`src/rtl/ddr4_host_cmd_seq.sv`:
```
// Host-side DDR4 command sequencer: turns one read/write request at a time into a
// closed-page ACT -> RD/WR -> PRE sequence, drives write bursts and captures read bursts.
// Command states (IDLE, ACT, CMD, PRE) are "pending": the command goes out on the next
// edge when stall is low, otherwise the FSM waits there driving DES.
module ddr4_host_cmd_seq #(
  parameter int unsigned ADDRWIDTH = 17,
  parameter int unsigned COLWIDTH  = 10,
  parameter int unsigned BGWIDTH   = 2,
  parameter int unsigned BAWIDTH   = 2,
  parameter int unsigned DQWIDTH   = 64,
  parameter int unsigned BL        = 8,
  parameter int unsigned TRCD      = 4,
  parameter int unsigned TCL       = 6,
  parameter int unsigned TCWL      = 5,
  parameter int unsigned TWR       = 4,
  parameter int unsigned TRP       = 4
) (
  input  logic                    clk,
  input  logic                    reset_n,
  input  logic                    req_valid,
  output logic                    req_ready,
  input  logic                    req_we,
  input  logic [BGWIDTH-1:0]      req_bg,
  input  logic [BAWIDTH-1:0]      req_ba,
  input  logic [ADDRWIDTH-1:0]    req_row,
  input  logic [COLWIDTH-1:0]     req_col,
  input  logic [BL*DQWIDTH-1:0]   req_wdata,
  output logic                    rsp_valid,
  output logic [BL*DQWIDTH-1:0]   rsp_rdata,
  output logic                    act_n,
  output logic                    cs_n,
  output logic [ADDRWIDTH-1:0]    A,
  output logic [BGWIDTH-1:0]      bg,
  output logic [BAWIDTH-1:0]      ba,
  output logic [DQWIDTH-1:0]      dq_o,
  output logic                    dq_oe,
  input  logic [DQWIDTH-1:0]      dq_i,
  input  logic                    stall
);

  localparam int unsigned MaxA  = (TRCD > TCL) ? TRCD : TCL;
  localparam int unsigned MaxB  = (TCWL > TWR) ? TCWL : TWR;
  localparam int unsigned MaxAB = (MaxA > MaxB) ? MaxA : MaxB;
  localparam int unsigned MaxT  = (MaxAB > TRP) ? MaxAB : TRP;
  localparam int unsigned CntW  = $clog2(MaxT + BL) + 1;
  localparam int unsigned BeatW = (BL > 1) ? $clog2(BL) : 1;

  // Wait states before a pending command last T-1 cycles so the command lands at T.
  localparam logic [CntW-1:0] LdTrcd = CntW'((TRCD > 1) ? (TRCD - 2) : 0);
  localparam logic [CntW-1:0] LdTwr  = CntW'((TWR > 1) ? (TWR - 2) : 0);
  localparam logic [CntW-1:0] LdTcl  = CntW'(TCL - 1);
  localparam logic [CntW-1:0] LdTcwl = CntW'(TCWL - 1);
  localparam logic [CntW-1:0] LdBl   = CntW'(BL - 1);
  localparam logic [CntW-1:0] LdTrp  = CntW'(TRP - 1);

  localparam logic [3:0] StIdle    = 4'd0;
  localparam logic [3:0] StAct     = 4'd1;
  localparam logic [3:0] StTrcdW   = 4'd2;
  localparam logic [3:0] StCmd     = 4'd3;
  localparam logic [3:0] StRdW     = 4'd4;
  localparam logic [3:0] StRdBurst = 4'd5;
  localparam logic [3:0] StWrW     = 4'd6;
  localparam logic [3:0] StWrBurst = 4'd7;
  localparam logic [3:0] StTwrW    = 4'd8;
  localparam logic [3:0] StPre     = 4'd9;
  localparam logic [3:0] StTrpW    = 4'd10;

  logic [3:0]             r_state, w_state;
  logic [CntW-1:0]        r_cnt, w_cnt;
  logic [BeatW-1:0]       r_beat, w_beat;
  logic                   w_latch, w_pre_due;

  logic                   r_we;
  logic [BGWIDTH-1:0]     r_bg;
  logic [BAWIDTH-1:0]     r_ba;
  logic [ADDRWIDTH-1:0]   r_row;
  logic [COLWIDTH-1:0]    r_col;
  logic [BL*DQWIDTH-1:0]  r_wdata;
  logic [BL*DQWIDTH-1:0]  r_rbuf, w_rbuf;

  logic                   r_cs_n, w_cs_n;
  logic                   r_act_n, w_act_n;
  logic [ADDRWIDTH-1:0]   r_a, w_a;
  logic [BGWIDTH-1:0]     r_bg_o, w_bg;
  logic [BAWIDTH-1:0]     r_ba_o, w_ba;
  logic [DQWIDTH-1:0]     r_dq_o, w_dq_o;
  logic                   r_dq_oe, w_dq_oe;
  logic                   r_rsp_valid, w_rsp_valid;
  logic [BL*DQWIDTH-1:0]  r_rsp_rdata, w_rsp_rdata;
  logic                   r_req_ready, w_req_ready;

  // Next-state and next-output decode; every output is the registered copy of these.
  always_comb begin
    w_state     = r_state;
    w_cnt       = r_cnt;
    w_beat      = r_beat;
    w_latch     = 1'b0;
    w_pre_due   = 1'b0;
    w_cs_n      = 1'b1;
    w_act_n     = 1'b1;
    w_a         = '0;
    w_bg        = r_bg_o;
    w_ba        = r_ba_o;
    w_dq_o      = '0;
    w_dq_oe     = 1'b0;
    w_rsp_valid = 1'b0;
    w_rsp_rdata = r_rsp_rdata;
    w_req_ready = 1'b0;
    w_rbuf      = r_rbuf;
    if (r_state == StRdBurst) begin
      w_rbuf[int'(r_beat)*DQWIDTH +: DQWIDTH] = dq_i;
    end

    case (r_state)
      StIdle: begin
        if (req_valid && r_req_ready) begin
          w_latch = 1'b1;
          if (stall) begin
            w_state = StAct;
          end else begin
            w_cs_n  = 1'b0;
            w_act_n = 1'b0;
            w_a     = req_row;
            w_bg    = req_bg;
            w_ba    = req_ba;
            w_state = (TRCD > 1) ? StTrcdW : StCmd;
            w_cnt   = LdTrcd;
          end
        end else begin
          w_req_ready = !stall;
        end
      end
      StAct: begin
        if (!stall) begin
          w_cs_n  = 1'b0;
          w_act_n = 1'b0;
          w_a     = r_row;
          w_bg    = r_bg;
          w_ba    = r_ba;
          w_state = (TRCD > 1) ? StTrcdW : StCmd;
          w_cnt   = LdTrcd;
        end
      end
      StTrcdW: begin
        if (r_cnt == '0) w_state = StCmd;
        else             w_cnt   = r_cnt - CntW'(1);
      end
      StCmd: begin
        if (!stall) begin
          w_cs_n              = 1'b0;
          w_a[COLWIDTH-1:0]   = r_col;
          w_a[10]             = 1'b0;
          w_bg                = r_bg;
          w_ba                = r_ba;
          if (r_we) begin
            w_a[16:14] = 3'b100;
            w_state    = StWrW;
            w_cnt      = LdTcwl;
          end else begin
            w_a[16:14] = 3'b101;
            w_state    = StRdW;
            w_cnt      = LdTcl;
          end
        end
      end
      StRdW: begin
        if (r_cnt == '0) begin
          w_state = StRdBurst;
          w_cnt   = LdBl;
          w_beat  = '0;
        end else begin
          w_cnt = r_cnt - CntW'(1);
        end
      end
      StRdBurst: begin
        // The last beat cycle doubles as the precharge-pending cycle.
        if (r_cnt == '0) begin
          w_pre_due = 1'b1;
        end else begin
          w_cnt  = r_cnt - CntW'(1);
          w_beat = r_beat + BeatW'(1);
        end
      end
      StWrW: begin
        if (r_cnt == '0) begin
          w_state = StWrBurst;
          w_cnt   = LdBl;
          w_dq_oe = 1'b1;
          w_dq_o  = r_wdata[DQWIDTH-1:0];
          w_beat  = BeatW'(1);
        end else begin
          w_cnt = r_cnt - CntW'(1);
        end
      end
      StWrBurst: begin
        if (r_cnt == '0) begin
          w_state = (TWR > 1) ? StTwrW : StPre;
          w_cnt   = LdTwr;
        end else begin
          w_dq_oe = 1'b1;
          w_dq_o  = r_wdata[int'(r_beat)*DQWIDTH +: DQWIDTH];
          w_beat  = r_beat + BeatW'(1);
          w_cnt   = r_cnt - CntW'(1);
        end
      end
      StTwrW: begin
        if (r_cnt == '0) w_state = StPre;
        else             w_cnt   = r_cnt - CntW'(1);
      end
      StPre: begin
        w_pre_due = 1'b1;
      end
      StTrpW: begin
        if (r_cnt == '0) begin
          w_state     = StIdle;
          w_req_ready = !stall;
        end else begin
          w_cnt = r_cnt - CntW'(1);
        end
      end
      default: w_state = StIdle;
    endcase

    // Precharge issue; a read response leaves in the same cycle as its PRE.
    if (w_pre_due) begin
      if (stall) begin
        w_state = StPre;
      end else begin
        w_cs_n     = 1'b0;
        w_a[16:14] = 3'b010;
        w_a[10]    = 1'b0;
        w_bg       = r_bg;
        w_ba       = r_ba;
        if (!r_we) begin
          w_rsp_valid = 1'b1;
          w_rsp_rdata = w_rbuf;
        end
        w_state = StTrpW;
        w_cnt   = LdTrp;
      end
    end
  end

  // State, counters, read buffer and registered outputs with synchronous reset.
  always_ff @(posedge clk) begin
    if (!reset_n) begin
      r_state     <= StIdle;
      r_cnt       <= '0;
      r_beat      <= '0;
      r_rbuf      <= '0;
      r_cs_n      <= 1'b1;
      r_act_n     <= 1'b1;
      r_a         <= '0;
      r_bg_o      <= '0;
      r_ba_o      <= '0;
      r_dq_o      <= '0;
      r_dq_oe     <= 1'b0;
      r_rsp_valid <= 1'b0;
      r_rsp_rdata <= '0;
      r_req_ready <= 1'b0;
    end else begin
      r_state     <= w_state;
      r_cnt       <= w_cnt;
      r_beat      <= w_beat;
      r_rbuf      <= w_rbuf;
      r_cs_n      <= w_cs_n;
      r_act_n     <= w_act_n;
      r_a         <= w_a;
      r_bg_o      <= w_bg;
      r_ba_o      <= w_ba;
      r_dq_o      <= w_dq_o;
      r_dq_oe     <= w_dq_oe;
      r_rsp_valid <= w_rsp_valid;
      r_rsp_rdata <= w_rsp_rdata;
      r_req_ready <= w_req_ready;
    end
  end

  // Request capture on the accepting edge.
  always_ff @(posedge clk) begin
    if (!reset_n) begin
      r_we    <= 1'b0;
      r_bg    <= '0;
      r_ba    <= '0;
      r_row   <= '0;
      r_col   <= '0;
      r_wdata <= '0;
    end else if (w_latch) begin
      r_we    <= req_we;
      r_bg    <= req_bg;
      r_ba    <= req_ba;
      r_row   <= req_row;
      r_col   <= req_col;
      r_wdata <= req_wdata;
    end
  end

  assign req_ready = r_req_ready;
  assign rsp_valid = r_rsp_valid;
  assign rsp_rdata = r_rsp_rdata;
  assign act_n     = r_act_n;
  assign cs_n      = r_cs_n;
  assign A         = r_a;
  assign bg        = r_bg_o;
  assign ba        = r_ba_o;
  assign dq_o      = r_dq_o;
  assign dq_oe     = r_dq_oe;

endmodule

```
`config.mk`:
```
export PLATFORM = sky130hd
export DESIGN_NAME = ddr4_host_cmd_seq
export DESIGN_NICKNAME = d
export VERILOG_FILES = /design/src/rtl/ddr4_host_cmd_seq.sv
export SDC_FILE = /design/constraint.sdc
export NUM_CORES = 2
export LEC_CHECK = 0
export ABC_AREA = 1
export ABC_CLOCK_PERIOD_IN_PS = 2900
export CORE_MARGIN = 2
export CORE_UTILIZATION = 30
export CTS_BUF_LIST = sky130_fd_sc_hd__clkbuf_4
export CTS_CLUSTER_DIAMETER = 100
export DETAILED_ROUTE_END_ITERATION = 16
export MAX_ROUTING_LAYER = met4
export PLACE_DENSITY_LB_ADDON = 0.08
export SKIP_LAST_GASP = 1
export SLEW_MARGIN = 20
export SYNTH_ARGS = -nofsm -noshare
export SYNTH_HDL_FRONTEND = slang
export SYNTH_SLANG_ARGS = --single-unit
```
`constraint.sdc`:
```
create_clock -name clk -period 2.9 [get_ports clk]
set_clock_uncertainty 0.05 [all_clocks]
set_input_delay 0.58 -clock clk [delete_from_list [all_inputs] [get_ports clk]]
set_output_delay 0.58 -clock clk [all_outputs]
set_load 0.01 [all_outputs]
```
==> run metrics <==
crit path kind reg2out; Post-DP HPWL 214 mm; Internal 40000 uW; share of the synthesized area in the top cell type 50.9%; MaxCap Viol Count 0; share of cells above drive strength 1 11.2%; pre-CTS WS 0.157 ns; DRT Wirelength 314 mm; top cell family by delay on the critical path buffers and inverters; switch share 31.2%; global placer's final weighted congestion 0.874; CP endpoint kind output pin; worst-skew pair later-pin latency 1.40 ns; Yosys cell types 32; Yosys top cell by area dfxtp_1; Fmax 364 MHz; sequential share of power 43.0%; DRT iter0 DRCs 5439; number of global-route vias before repair 65887; vias per cell 4.81; Die Y 472 um; clock share of power 38.0%; Routed WL per cell 21.8 um; starting density of the core 30.2%; Slowest cell on crit path clkdlybuf4s15_1; Mapped Area 65700 um2; Peak VDD IR 0.443 mV; port buffer count 1213; Hold Vio Cnt, Final 0; Synth Register Bits 1670; Hold Slack 0.200 ns; HP Class in2reg; Final Max Tran Viols 0; status complete, no violations; final setup fails 0; Num CTS Buffers 479; Setup TNS 0 ns; row count 171; worst-path maximum fanout 2; Buffers & Inverters on Critical Path 1; I/O pins 1214; mux cell area share after synthesis 0%; Comb pwr share 19.0%; drt drc 0; die width 472 um; antenna-violating nets left 0; Arr. time, crit path 2.11 ns; Critical Path Start Type flip-flop; nets 11706; CORE AREA 217000 um2; Area Overhead vs Synth 42.5%; Power Dens Cells 621 nW/um2; H-Tree Depth 5; sequential share of the synthesized area 50.9%; die area 223000 um2; largest cells by area after synthesis dfxtp_1 (51%), nand2_1 (11%), nor2_1 (9.4%), o21ai_0 (6.7%), a21oi_1 (5.8%); CP Cell Sequence clkdlybuf4s15_1; Sink Count 1670; Max Buffers Root-to-Sink 4; YS warnings 0; slowest stage delay, CP 0.40 ns; largest net degree at the start of global routing 178; period utilisation layout 94.6%; max_slew headroom 23.5%; Reg clk slew, reported paths 0.07 ns; largest family of logic cells by synthesized area simple AND/OR/NAND/NOR gates; net switching power 18100 uW; actual slew at the worst max-slew pin 1.15 ns; initial antenna violation count 86; syn_area_per_cell 7.14 um2; Post-Synthesis Cells 9198; Overall Power 58100 uW; Adder-Cell Fraction of Synth Area 0.171%; placed cell count 12865; GRT Util Overall 27.9%; fin worst setup slack 0.156 ns; Period minus WS final 2.74 ns; Post-Synth Simple-Gate Area 25.8%; Compound-Gate Fraction of Synth Area 15.0%; syn_nets 9819; leakage power 0.0392 uW; Setup Fix Bufs, Post-CTS 0; Worst EP required 2.27 ns; grt ovf 0; routed vias 69100; TritonCTS clock tree built; Final Instance Count excl. Fillers 14351; CTS root buf clkbuf_4; DR pass1 iterations 8; Synth Area in XOR/XNOR 0.0267%; first-pass GRT wire length 450 mm
worst reg2reg max path, cell delays in order (launching register included):
cell	delay [ns]
dfxtp_4	0.41
inv_2	0.06
ha_1	0.20
ha_1	0.25
or2_2	0.37
nor2_4	0.15
buf_12	0.28
nand2_1	0.35
nand2_1	0.12
o21ai_0	0.12
nand2_1	0.08
nand2_1	0.04
nor2_1	0.09
what timing repair did:
item | in CTS | in global routing
hold buffers | 593 | 0
setup endpoints to repair | 602 | 21
hold endpoints to repair | 1273 | 0
resized for setup | 920 | 20
path summary, 6_finish.rpt:
check	to	slack [ns]	from	cells after the start
worst max-delay path	rsp_rdata[48]	0.16	rsp_rdata[48]	1
worst min-delay path	rsp_rdata[143]	0.20	dq_i[15]	6
worst max register to register	rsp_rdata[467]	0.23	r_beat[0]	12
worst min register to register	dq_o[31]	0.36	r_wdata[31]	2
metrics by stage:
step | instance area, um2 | util, %
floorplan | 65700 | -
global placement | 81900 | 37.7
detailed placement | 81900 | 37.7
CTS | 93500 | 43.0
global route | 93600 | 43.1
finish | 93600 | 43.1
logic make-up after synthesis:
| logic type | Yosys count |
|---|---|
| compound gates | 1937 |
| fa+ha+maj | 9 |
| flops | 1670 |
| buf+inv | 1317 |
| simple gates | 4263 |
| xor+xnor | 2 |
registers in the layout (all words and copies together), names as in the netlist:
register   count
r_we           1
ba             2
dq_oe          1
A             17
rsp_valid      1
dq_o          64
cs_n           1
req_ready      1
r_rbuf       512
r_row         17
r_state        4
r_bg           2
r_ba           2
r_cnt          5
rsp_rdata    512
r_beat         3
r_col         10
r_wdata      512
act_n          1
bg             2
synth_stat cells (all sizes together):
cell,number
clkinv,1
nor2,1658
o21a,1
o21bai,1
nand4,71
nand2,1992
o211ai,64
nand3b,2
inv,635
clkbuf,460
or2,2
ha,9
a211oi,1
a31oi,11
buf,221
a21oi,766
xor2,2
o21ai,1093
nor3,7
and2,52
dfxtp,1670
nand3,479
power groups by stage:
stage / clock, uW / sequential, uW / combinational (uW)
after floorplan: 0 / 25300 / 5470
after global placement: 0 / 25500 / 10600
after detailed placement: 0 / 25500 / 10600
after CTS: 22800 / 25000 / 11100
after global routing: 24000 / 25100 / 12100
final: 22100 / 25000 / 11000
layout make-up:
class                      instances  area, um2
clock inverter                    97        434
tap                             2854       3570
inverter                         636       2410
antenna                           54        135
clock buffer                     742       5570
fill                           22732     124000
sequential                      1670      33700
timing repair buffer            2087      20700
multi-input combinational       6211      27100
routing by layer:
metal / wire length, um / share of wire [%] / global-route usage, % / vias to the layer above
li1: - / - / - / 33517
met1: 137000 / 44 / 35.6 / 32349
met2: 139000 / 44 / 42.2 / 2645
met3: 21800 / 6.9 / 5.51 / 589
met4: 15400 / 4.9 / 13.5 / 0
met5: 0 / 0 / - / -
layout by cell type (no fill, tap or decap), types with 11 or more instances in the layout:
cell	n
o211ai_1	64
a21oi_1	766
nand3_1	478
nand4_1	71
nor2_1	1646
inv_2	12
diode_2	54
clkbuf_4	742
buf_12	93
clkinv_1	84
a31oi_1	11
clkdlybuf4s15_1	41
dfxtp_1	1527
buf_4	188
nand2_1	1988
clkdlybuf4s15_2	51
dfxtp_2	121
dfxtp_4	22
and2_1	52
o21ai_0	877
inv_1	622
o21ai_1	215
dlygate4sd3_1	593
dlygate4sd2_1	498
clkdlybuf4s50_1	610
Note: power is estimated with default switching activity, not from simulation.
